`src/rtl/keypad_entry_controller.sv`:
```
// Keypad entry sequencer: debounces encoder presses, collects PIN digits,
// handles clear/enter/timeout and offers a finished PIN over valid/ready.
module keypad_entry_controller #(
  parameter int unsigned PIN_LEN        = 4,
  parameter int unsigned STABLE_CYCLES  = 3,
  parameter int unsigned TIMEOUT_CYCLES = 1000
) (
  input  logic                         clk,
  input  logic                         rst_n,
  input  logic [3:0]                   key_code,
  input  logic                         key_valid,
  input  logic                         pin_ready,
  output logic [4*PIN_LEN-1:0]         pin_out,
  output logic                         pin_valid,
  output logic [$clog2(PIN_LEN+1)-1:0] digit_count,
  output logic                         key_accept,
  output logic                         entry_error,
  output logic                         entry_timeout
);

  localparam int unsigned PIN_W  = 4 * PIN_LEN;
  localparam int unsigned CNT_W  = $clog2(PIN_LEN + 1);
  localparam int unsigned STAB_W = $clog2(STABLE_CYCLES + 1);
  localparam int unsigned TO_W   = $clog2(TIMEOUT_CYCLES + 1);

  localparam logic [3:0] CODE_CLEAR = 4'd10;
  localparam logic [3:0] CODE_ENTER = 4'd11;

  typedef enum logic [1:0] {IDLE, DEBOUNCE, WAIT_RELEASE, SUBMIT} state_t;

  state_t             state_q, state_d;
  logic [3:0]         code_q, code_d;
  logic [STAB_W-1:0]  stab_q, stab_d;
  logic [STAB_W-1:0]  rel_q, rel_d;
  logic [PIN_W-1:0]   pin_buf_q, pin_buf_d;
  logic [CNT_W-1:0]   cnt_q, cnt_d;
  logic [TO_W-1:0]    idle_q, idle_d;
  logic [PIN_W-1:0]   pin_out_q, pin_out_d;
  logic               pin_valid_q, pin_valid_d;
  logic               accept_q, accept_d;
  logic               error_q, error_d;
  logic               timeout_q, timeout_d;
  logic               do_accept;
  logic [3:0]         act_code;

  // State and datapath registers
  always_ff @(posedge clk or negedge rst_n) begin
    if (!rst_n) begin
      state_q     <= IDLE;
      code_q      <= '0;
      stab_q      <= '0;
      rel_q       <= '0;
      pin_buf_q   <= '0;
      cnt_q       <= '0;
      idle_q      <= '0;
      pin_out_q   <= '0;
      pin_valid_q <= 1'b0;
      accept_q    <= 1'b0;
      error_q     <= 1'b0;
      timeout_q   <= 1'b0;
    end else begin
      state_q     <= state_d;
      code_q      <= code_d;
      stab_q      <= stab_d;
      rel_q       <= rel_d;
      pin_buf_q   <= pin_buf_d;
      cnt_q       <= cnt_d;
      idle_q      <= idle_d;
      pin_out_q   <= pin_out_d;
      pin_valid_q <= pin_valid_d;
      accept_q    <= accept_d;
      error_q     <= error_d;
      timeout_q   <= timeout_d;
    end
  end

  // Next-state, key action and inactivity timeout
  always_comb begin
    state_d     = state_q;
    code_d      = code_q;
    stab_d      = stab_q;
    rel_d       = rel_q;
    pin_buf_d   = pin_buf_q;
    cnt_d       = cnt_q;
    idle_d      = idle_q;
    pin_out_d   = pin_out_q;
    pin_valid_d = pin_valid_q;
    accept_d    = 1'b0;
    error_d     = 1'b0;
    timeout_d   = 1'b0;
    do_accept   = 1'b0;
    act_code    = 4'd0;

    case (state_q)
      IDLE: begin
        if (key_valid) begin
          code_d = key_code;
          stab_d = STAB_W'(1);
          if (STABLE_CYCLES == 1) begin
            do_accept = 1'b1;
            act_code  = key_code;
            rel_d     = '0;
            state_d   = WAIT_RELEASE;
          end else begin
            state_d = DEBOUNCE;
          end
        end
      end
      DEBOUNCE: begin
        if (key_valid && (key_code == code_q)) begin
          if (stab_q + STAB_W'(1) == STAB_W'(STABLE_CYCLES)) begin
            do_accept = 1'b1;
            act_code  = code_q;
            rel_d     = '0;
            state_d   = WAIT_RELEASE;
          end else begin
            stab_d = stab_q + STAB_W'(1);
          end
        end else begin
          state_d = IDLE;
        end
      end
      WAIT_RELEASE: begin
        if (key_valid) begin
          rel_d = '0;
        end else if (rel_q + STAB_W'(1) == STAB_W'(STABLE_CYCLES)) begin
          rel_d   = '0;
          state_d = pin_valid_q ? SUBMIT : IDLE;
        end else begin
          rel_d = rel_q + STAB_W'(1);
        end
      end
      SUBMIT: begin
        if (pin_ready) begin
          pin_valid_d = 1'b0;
          pin_buf_d   = '0;
          cnt_d       = '0;
          idle_d      = '0;
          state_d     = IDLE;
        end
      end
      default: state_d = IDLE;
    endcase

    // An accept on the timeout edge takes priority over the timeout
    if (do_accept) begin
      accept_d = 1'b1;
      idle_d   = '0;
      if (act_code <= 4'd9) begin
        if (cnt_q < CNT_W'(PIN_LEN)) begin
          pin_buf_d = PIN_W'({pin_buf_q, act_code});
          cnt_d     = cnt_q + CNT_W'(1);
        end else begin
          error_d = 1'b1;
        end
      end else if (act_code == CODE_CLEAR) begin
        pin_buf_d = '0;
        cnt_d     = '0;
      end else if (act_code == CODE_ENTER) begin
        if (cnt_q == CNT_W'(PIN_LEN)) begin
          pin_out_d   = pin_buf_q;
          pin_valid_d = 1'b1;
        end else begin
          pin_buf_d = '0;
          cnt_d     = '0;
          error_d   = 1'b1;
        end
      end
    end else if (cnt_q == '0) begin
      idle_d = '0;
    end else if (state_q != SUBMIT) begin
      if (idle_q + TO_W'(1) == TO_W'(TIMEOUT_CYCLES)) begin
        pin_buf_d = '0;
        cnt_d     = '0;
        idle_d    = '0;
        timeout_d = 1'b1;
      end else begin
        idle_d = idle_q + TO_W'(1);
      end
    end
  end

  assign pin_out       = pin_out_q;
  assign pin_valid     = pin_valid_q;
  assign digit_count   = cnt_q;
  assign key_accept    = accept_q;
  assign entry_error   = error_q;
  assign entry_timeout = timeout_q;

endmodule

```
`config.mk`:
```
export PLATFORM = sky130hd
export DESIGN_NAME = keypad_entry_controller
export DESIGN_NICKNAME = d
export VERILOG_FILES = /design/src/rtl/keypad_entry_controller.sv
export SDC_FILE = /design/constraint.sdc
export NUM_CORES = 1
export LEC_CHECK = 0
export BUFFER_PORTS_ARGS = -buffer_cell sky130_fd_sc_hd__buf_2
export CAP_MARGIN = 30
export CORE_ASPECT_RATIO = 0.8
export CORE_MARGIN = 2
export CORE_UTILIZATION = 40
export DETAILED_ROUTE_END_ITERATION = 16
export SYNTH_ARGS = -nofsm -noshare
export SYNTH_HDL_FRONTEND = slang
export SYNTH_SLANG_ARGS = --single-unit
```
`constraint.sdc`:
```
create_clock -name clk -period 3.1 [get_ports clk]
set_clock_uncertainty 0.05 [all_clocks]
set_input_delay 0.31 -clock clk [delete_from_list [all_inputs] [get_ports clk]]
set_output_delay 0.31 -clock clk [all_outputs]
set_load 0.01 [all_outputs]
```
==> results.py, run 1 <==
metrics = {
    "logic_synthesis": {
        "yosysTopAreaCellShare": 0.465,
        "synth_top_cell_by_area": "dfrtp_1",
        "synth_seq_area_share": 0.465,
        "ys_ff_latch": 59,
        "dominantRegCellSynth": "dfrtp_1",
        "synth.distinct_cells": 61,
        "syn_area_per_cell_sq_um": 10.3,
        "synth_area_leaders": "dfrtp_1 47%, mux2_2 6.4%, o211ai_1 5.9%",
        "synth_edf_count": 0,
        "syn-cell-area_sq_um": 3170,
        "ys_warn_count": 0,
        "async_reset_ff_frac": 1.00,
        "syn_nets": 321,
        "netlist_instances": 309,
    },
    "timing": {
        "finalCritPeriodShare": 0.757,
        "period_needed_ps": 2350,
        "setup_tns_ps": 0,
        "rsz0062_at_grt": "false",
        "slew_headroom": 0.424,
        "final_hold_viol_count": 0,
        "fmax_mhz": 426,
        "worst_slew_pin_slew_ps": 857,
        "setup_viol": 0,
        "drv_slew": 0,
    },
    "power": {
        "clkPwrFrac": 0.380,
        "p_seq_frac": 0.477,
        "p_comb_frac": 0.143,
        "ir_drop_v": 0.000321,
        "power_leakage_nw": 1.62,
        "power.share.switching": 0.276,
        "power.switching_uw": 521,
        "p_per_area_nw_per_um2": 517,
        "power_mw": 1.88,
        "p_int_mw": 1.36,
    },
    "min_path": {
        "hp-class": "in -> reg",
        "hold_depth": 3,
        "min-delay-start": "key_code[3]",
        "whs_endpoint": "code_q[3]$_DFFE_PN0P_",
    },
    "global_route": {
        "grt_use_met1": 0.253,
        "grt_max_degree": 27,
        "antenna_found_initial": 0,
        "grt_pass1_vias": 2344,
        "grt.busiest_layer": "met1",
        "gr-total-overflow": 0,
        "grt_pass1_wl_microns": 11800,
        "grtUsageMet2": 0.241,
        "grt_usage": 0.171,
        "grtUsageMet3": 0.0523,
    },
    "drt": {
        "drcViolationCount": 0,
        "drt-pass1-iter-count": 4,
        "wire_per_inst_microns": 15.1,
        "drt_wl_total_microns": 6890,
        "via_per_inst": 5.40,
        "vias": 2467,
        "drt_iter0_drc": 111,
        "ant_nets": 0,
    },
    "setup_path": {
        "r2r_end": "pin_out[4]$_DFFE_PN0P_",
        "ff2ff_setup_slack_ps": 750,
        "cp_max_fo": 16,
        "end_kind": "flip-flop",
        "ff2ff_path_depth": 6,
        "required_ps": 3270,
        "cp_data_arrival_time_ps": 2520,
        "timing_worst_setup_path_type": "reg -> reg",
        "start_kind": "flip-flop",
        "timing.rr.start": "code_q[1]$_DFFE_PN0P_",
    },
    "final_layout": {
        "antenna_cells": 0,
        "layout.nets": 358,
        "final_cell_mix": "59 x dfrtp_1, 37 x nand2_1, 30 x buf_2, 25 x o211ai_1",
        "syn2layout_area_growth_pct": 14.9,
        "layout_commonest_cell": "dfrtp_1",
        "drive_gt1_frac": 0.255,
    },
    "floorplan": {
        "io_pins": 31,
        "core_area_sq_um": 7800,
        "chipWidth_microns": 104,
        "die_area_sq_um": 8670,
        "rows": 29,
        "initial_core_util": 0.407,
        "die_height_microns": 83.7,
    },
    "clocking": {
        "cts_tree": "yes",
        "clock_latency_ps": 330,
        "cts_buffers": 9,
        "clk_path_buf_depth": 2,
        "path_clk_slew_ps": 60,
        "h-tree-depth": 3,
        "cts_root_buf": "clkbuf_8",
        "postCtsSetupBuffers": 0,
        "cts.sinks": 59,
        "cts.hold.buffers_added": 1,
        "cts_resized": 0,
    },
    "placement": {
        "dp_hpwl_microns": 4800,
        "finalWeightedCongestion": 0.804,
        "portBuffers": 30,
    },
    "status": {
        "status": "finished clean",
    },
    "run": {
        "max_cap_violations": 0,
    },
}
-- cell families after synthesis --
logic type	synth area share
buffers and inverters	0.0430
adder cells (fa/ha/maj)	0.0158
AND/OR/NAND/NOR	0.210
AO/OA/AOI/OAI	0.179
flip-flops	0.465
XOR/XNOR	0.0138
multiplexers	0.0737
-- per-stage QoR --
step                      hold slack [ps]  cell area (sq um)  worst slack (ps)  utilization  std cells
after CTS                             157               3640               776        0.467        457
after detailed placement              202               3430               771        0.440        442
after floorplan                     -35.6               3170              1050            -        309
final                                 163               3640               752        0.467        457
after global placement                199               3430               790        0.440        442
after global routing                  175               3640               615        0.467        457
-- sequential cells by signal, summed over array words and instances (netlist names) --
signal	cells
pin_buf_q	16
pin_out	16
idle_q	10
code_q	4
digit_count	3
rel_q	2
stab_q	2
state_q	2
entry_error	1
entry_timeout	1
key_accept	1
pin_valid	1
-- power by group through the flow --
| stage | registers (mW) | clock network [mW] | logic [mW] |
|---|---|---|---|
| 2_1_floorplan | 0.877 | 0 | 0.222 |
| 3_3_place_gp | 0.907 | 0 | 0.262 |
| 4_1_cts | 0.897 | 0.737 | 0.271 |
| 5_1_grt | 0.907 | 0.773 | 0.305 |
| 3_5_place_dp | 0.911 | 0 | 0.269 |
| 6_report | 0.899 | 0.716 | 0.269 |
-- Yosys cell counts (3+ instances only) --
cell,number
dfrtp_1,59
nand2_1,37
o211ai_1,25
mux2_2,18
nand3b_1,18
o21ai_0,17
a21oi_1,14
inv_1,12
nor2_1,11
clkbuf_1,7
nand3_1,7
nor3_1,5
ha_1,4
nand2b_1,4
xnor2_1,4
and3_1,3
buf_2,3
nor2b_1,3
o21ai_1,3
o31ai_1,3
or2_2,3
-- final cells by class --
class                   count  area (sq um)
inverters                  12          45.0
clock buffers              12           165
flip-flops and latches     59          1480
repair buffers             40           228
fillers                   743          4160
multi-input cells         224          1560
well taps                 108           135
clock inverters             2          35.0
-- how the worst max path moves through the flow --
stage / depth (start not counted) / start / end
2_1_floorplan: 7 / code_q[1]$_DFFE_PN0P_ / pin_out[10]$_DFFE_PN0P_
3_3_place_gp: 6 / code_q[1]$_DFFE_PN0P_ / pin_out[15]$_DFFE_PN0P_
3_5_place_dp: 6 / code_q[1]$_DFFE_PN0P_ / pin_out[2]$_DFFE_PN0P_
4_1_cts: 6 / code_q[1]$_DFFE_PN0P_ / pin_out[2]$_DFFE_PN0P_
5_1_grt: 6 / code_q[1]$_DFFE_PN0P_ / pin_out[11]$_DFFE_PN0P_
6_report: 6 / code_q[1]$_DFFE_PN0P_ / pin_out[4]$_DFFE_PN0P_
-- metal layers --
metal | routed length [microns] | vias up | part of all wire
li1 | - | 1215 | -
met1 | 3460 | 1192 | 0.50
met2 | 3020 | 56 | 0.44
met3 | 348 | 4 | 0.051
met4 | 58 | 0 | 0.0084
met5 | 0 | - | 0
-- critical path, cell delays in order (launching register included) --
cell     delay, ps
dfrtp_1        470
xnor2_1        280
nand4_2        280
nor3_1         310
and3_1         230
buf_4          260
mux2_2         360
No activity file was read; power rests on OpenSTA's default activity.
==> run 2, diff against run 1 <==
clock period = 2.25 ns   (was 3.1 ns; I/O delays follow)
==> results.py, run 2 (synthesis gave the netlist of run 1 again) <==
metrics = {
    "drt": {
        "ant_nets": 0,
        "wire_per_inst_microns": 15.0,
        "wl_met1_microns": 3690,
        "vias": 2537,
        "drcViolationCount": 0,
        "via_per_inst": 5.27,
        "top_layer": "met4",
        "drt-pass1-iter-count": 4,
        "drt_wl_total_microns": 7190,
        "dr_wl_met2_microns": 3110,
        "drt_iter0_drc": 110,
        "wl_met3_microns": 361,
    },
    "setup_path": {
        "end_kind": "flip-flop",
        "required_ps": 2420,
        "start_kind": "flip-flop",
        "slowest_delay_ps": 400,
        "crit_chain": "inv_1 -> ha_1 -> and3b_1 -> nand2_1 -> nor3_1 -> and3_2 -> buf_12 -> mux2_2",
        "slowest_stage": "dfrtp_1",
        "cp_max_fo": 16,
        "cp_data_arrival_time_ps": 2300,
        "timing_worst_setup_path_type": "reg -> reg",
    },
    "global_route": {
        "antenna_found_initial": 0,
        "grt_usage": 0.179,
        "grt_pass1_wl_microns": 12400,
        "grt_pass1_vias": 2450,
        "gr-total-overflow": 0,
        "grt_max_degree": 38,
    },
    "final_layout": {
        "final_cell_mix": "59 x dfrtp_1, 37 x nand2_1, 31 x buf_2, 26 x buf_4, 25 x o211ai_1",
        "layout_commonest_cell": "dfrtp_1",
        "fillers": 715,
        "antenna_cells": 0,
        "layout.nets": 380,
        "syn2layout_area_growth_pct": 22.8,
        "register_area_sq_um": 1480,
        "multi_input_area_sq_um": 1590,
        "drive_gt1_frac": 0.308,
    },
    "power": {
        "power_leakage_nw": 1.75,
        "p_int_mw": 1.94,
        "p_comb_frac": 0.179,
        "power.share.switching": 0.284,
        "p_per_area_nw_per_um2": 695,
        "power.switching_uw": 770,
        "p_seq_frac": 0.445,
        "power_mw": 2.71,
        "ir_drop_v": 0.000516,
        "clkPwrFrac": 0.376,
    },
    "timing": {
        "setup_viol": 0,
        "setup_tns_ps": 0,
        "fmax_mhz": 470,
        "period_needed_ps": 2130,
        "worst_slack_ps": 121,
        "slew_headroom": 0.632,
        "drv_slew": 0,
        "final_hold_viol_count": 0,
        "finalCritPeriodShare": 0.946,
        "rsz0062_at_grt": "false",
        "worst_slew_pin_slew_ps": 552,
        "fin_hold_ws_ps": 76.6,
    },
    "clocking": {
        "path_clk_slew_ps": 60,
        "clock_latency_ps": 340,
        "cts_buffers": 9,
        "clk_path_buf_depth": 2,
        "postCtsSetupBuffers": 0,
        "cts_tree": "yes",
        "h-tree-depth": 3,
        "cts_root_buf": "clkbuf_8",
        "cts.sinks": 59,
    },
    "placement": {
        "finalWeightedCongestion": 0.825,
        "portBuffers": 30,
        "post-place-ws_ps": 114,
        "dp_hpwl_microns": 5090,
    },
    "floorplan": {
        "chipWidth_microns": 104,
        "die_area_sq_um": 8670,
        "core_area_sq_um": 7800,
        "rows": 29,
        "die_height_microns": 83.7,
        "io_pins": 31,
        "initial_core_util": 0.407,
    },
    "min_path": {
        "hp-class": "in -> reg",
    },
    "status": {
        "status": "finished clean",
    },
    "run": {
        "max_cap_violations": 0,
    },
}
-- run 2: cell types whose count changed in the layout (fill, tap and decap cells not counted), sizes merged --
cell      before  now
clkinv         1    2
clkinvlp       0    1
buf           39   61
-- run 2: layer usage --
layer / vias to the layer above / GRT usage
li1: 1260 / -
met3: 2 / 0.0515
met1: 1213 / 0.263
met2: 62 / 0.259
met5: - / 0
met4: 0 / 0.0479
-- run 2: final cells by class --
type	count	area share
flip-flops and latches	59	0.379
well taps	108	0.0347
repair buffers	62	0.113
inverters	12	0.0116
clock inverters	4	0.0122
multi-input cells	224	0.407
clock buffers	12	0.0424
-- run 2: worst max-delay path: cells and delay by family, from the launching register on --
family	cells	cell delay, ps
and+or+nand+nor	4	820
DFF	1	400
buffers and inverters	2	250
adders and majority gates	1	160
muxes	1	340
-- run 2: path summary, 6_finish.rpt --
kind / slack [ps] / startpoint / depth (start not counted) / to
worst max register to register: 120 / stab_q[0]$_DFFE_PN0P_ / 8 / pin_out[15]$_DFFE_PN0P_
max in group asynchronous: 1200 / rst_n / 3 / pin_out[9]$_DFFE_PN0P_
min in group asynchronous: 360 / rst_n / 2 / pin_buf_q[15]$_DFF_PN0_
worst max-delay path: 120 / stab_q[0]$_DFFE_PN0P_ / 8 / pin_out[15]$_DFFE_PN0P_
worst min-delay path: 80 / key_code[3] / 3 / code_q[3]$_DFFE_PN0P_
worst min register to register: 440 / pin_out[6]$_DFFE_PN0P_ / 1 / pin_out[6]$_DFFE_PN0P_
-- run 2: repair_timing --
| action | 4_1_cts | 5_1_grt |
|---|---|---|
| resized for setup | 0 | 4 |
| hold buffers | 1 | 0 |
| endpoints found under the setup margin | 0 | 28 |
| endpoints found under the hold margin | 22 | 0 |
-- run 2: power by group through the flow --
stage / logic, mW / clock network [mW] / registers [mW]
global route: 0.540 / 1.10 / 1.21
floorplan: 0.306 / 0 / 1.21
detailed placement: 0.472 / 0 / 1.22
finish: 0.484 / 1.02 / 1.21
global placement: 0.462 / 0 / 1.22
CTS: 0.479 / 1.05 / 1.20
-- run 2: stage by stage --
step                      cells  utilization  cell area (sq um)
after global placement      463        0.467               3640
final                       481        0.499               3900
after CTS                   481        0.496               3870
after floorplan             309            -               3170
after detailed placement    464        0.468               3650
after global routing        481        0.499               3900
==> run 3, diff against run 2 <==
REMOVE_ABC_BUFFERS = 1   (was default)
SLEW_MARGIN = 10   (was default)
==> results.py, run 3 (synthesis gave the netlist of run 1 again) <==
metrics = {
    "floorplan": {
        "rows": 29,
        "io_pins": 31,
        "chipWidth_microns": 104,
        "die_area_sq_um": 8670,
        "core_area_sq_um": 7800,
        "die_height_microns": 83.7,
        "initial_core_util": 0.407,
    },
    "timing": {
        "fmax_mhz": 473,
        "final_hold_viol_count": 0,
        "setup_viol": 0,
        "period_needed_ps": 2120,
        "drv_slew": 0,
        "fin_hold_ws_ps": 81.4,
        "finalCritPeriodShare": 0.940,
        "slew_headroom": 0.702,
        "worst_slack_ps": 135,
        "worst_slew_pin_slew_ps": 443,
    },
    "global_route": {
        "grt_pass1_vias": 2538,
        "grt_max_degree": 60,
        "gr-total-overflow": 0,
        "grt_pass1_wl_microns": 12400,
        "grt_usage": 0.178,
        "antenna_found_initial": 0,
    },
    "clocking": {
        "path_clk_slew_ps": 70,
        "cts_root_buf": "clkbuf_8",
        "clock_latency_ps": 340,
        "h-tree-depth": 3,
        "cts_buffers": 9,
        "cts.sinks": 59,
        "clk_path_buf_depth": 2,
        "postCtsSetupBuffers": 0,
        "cts_tree": "yes",
    },
    "final_layout": {
        "layout_commonest_cell": "dfrtp_1",
        "final_util": 0.499,
        "fin_cells": 480,
        "antenna_cells": 0,
        "syn2layout_area_growth_pct": 22.6,
        "fillers": 711,
        "layout.nets": 379,
        "final_cell_mix": "59 x dfrtp_1, 37 x nand2_1, 31 x buf_2, 25 x o211ai_1, 24 x buf_4",
        "drive_gt1_frac": 0.312,
    },
    "placement": {
        "portBuffers": 30,
        "post-place-cells": 463,
        "finalWeightedCongestion": 0.817,
        "dp_hpwl_microns": 4820,
        "post-place-ws_ps": 19.2,
    },
    "min_path": {
        "whs_endpoint": "code_q[3]$_DFFE_PN0P_",
        "hp-class": "in -> reg",
        "min-delay-start": "key_code[3]",
        "hold_depth": 3,
    },
    "drt": {
        "wire_per_inst_microns": 14.6,
        "drcViolationCount": 0,
        "drt_wl_total_microns": 7020,
        "vias": 2520,
        "ant_nets": 0,
        "drt-pass1-iter-count": 4,
        "via_per_inst": 5.25,
        "drt_iter0_drc": 104,
    },
    "setup_path": {
        "ff2ff_setup_slack_ps": 130,
        "start_kind": "flip-flop",
        "cp_data_arrival_time_ps": 2290,
        "cp_max_fo": 17,
        "end_kind": "flip-flop",
        "ff2ff_path_depth": 9,
        "timing.rr.start": "stab_q[0]$_DFFE_PN0P_",
        "timing_worst_setup_path_type": "reg -> reg",
        "r2r_end": "pin_out[1]$_DFFE_PN0P_",
        "required_ps": 2420,
    },
    "power": {
        "p_per_area_nw_per_um2": 677,
        "power_leakage_nw": 1.73,
        "ir_drop_v": 0.000458,
    },
    "status": {
        "status": "finished clean",
    },
    "run": {
        "max_cap_violations": 0,
    },
}
## run 3: metal layers
metal  global-route usage  up-vias  wire [microns]
li1                     -     1248               -
met1                0.247     1228            3600
met2                0.270       38            3100
met3               0.0554        6             258
met4               0.0504        0              63
met5                    0        -               0
## run 3: stage by stage
step	TNS (ps)	total power, mW	area (sq um)
2_1_floorplan	0	1.51	3080
3_3_place_gp	0	1.70	3650
3_5_place_dp	0	1.71	3650
4_1_cts	0	2.66	3850
5_1_grt	-3.45	2.79	3890
6_report	0	2.63	3890
## run 3: critical path, stage by stage, from the launching register on
cell,delay (ps)
dfrtp_1,390
inv_1,80
ha_1,160
and3b_2,220
nand2_1,80
buf_4,150
nor3_2,150
and3_4,230
buf_12,150
mux2_2,340
## run 3: power breakdown
group          switching (mW)  internal (mW)
clock network           0.432          0.506
logic                   0.280          0.223
registers              0.0631           1.13
total                   0.775           1.86
## run 3: worst max-delay path by stage
stage	from	end	cells after the start
floorplan	code_q[1]$_DFFE_PN0P_	pin_out[0]$_DFFE_PN0P_	5
global placement	stab_q[0]$_DFFE_PN0P_	pin_buf_q[15]$_DFF_PN0_	7
detailed placement	stab_q[0]$_DFFE_PN0P_	pin_out[9]$_DFFE_PN0P_	9
CTS	stab_q[0]$_DFFE_PN0P_	pin_out[9]$_DFFE_PN0P_	9
global route	stab_q[0]$_DFFE_PN0P_	pin_out[13]$_DFFE_PN0P_	9
finish	stab_q[0]$_DFFE_PN0P_	pin_out[1]$_DFFE_PN0P_	9
## run 3: area by class of cell
| cell class | instances | area, sq um | area share |
|---|---|---|---|
| Multi-Input combinational cell | 224 | 1600 | 0.410 |
| Sequential cell | 59 | 1480 | 0.379 |
| Clock inverter | 7 | 68.8 | 0.0177 |
| Tap cell | 108 | 135 | 0.0347 |
| Clock buffer | 9 | 124 | 0.0318 |
| Timing Repair Buffer | 61 | 445 | 0.114 |
| Inverter | 12 | 45.0 | 0.0116 |
## run 3: repair_timing
item                                    4_1_cts  5_1_grt
endpoints found under the hold margin        59        0
hold buffers                                  1        0
endpoints found under the setup margin        0       39
resized for setup                             0        6
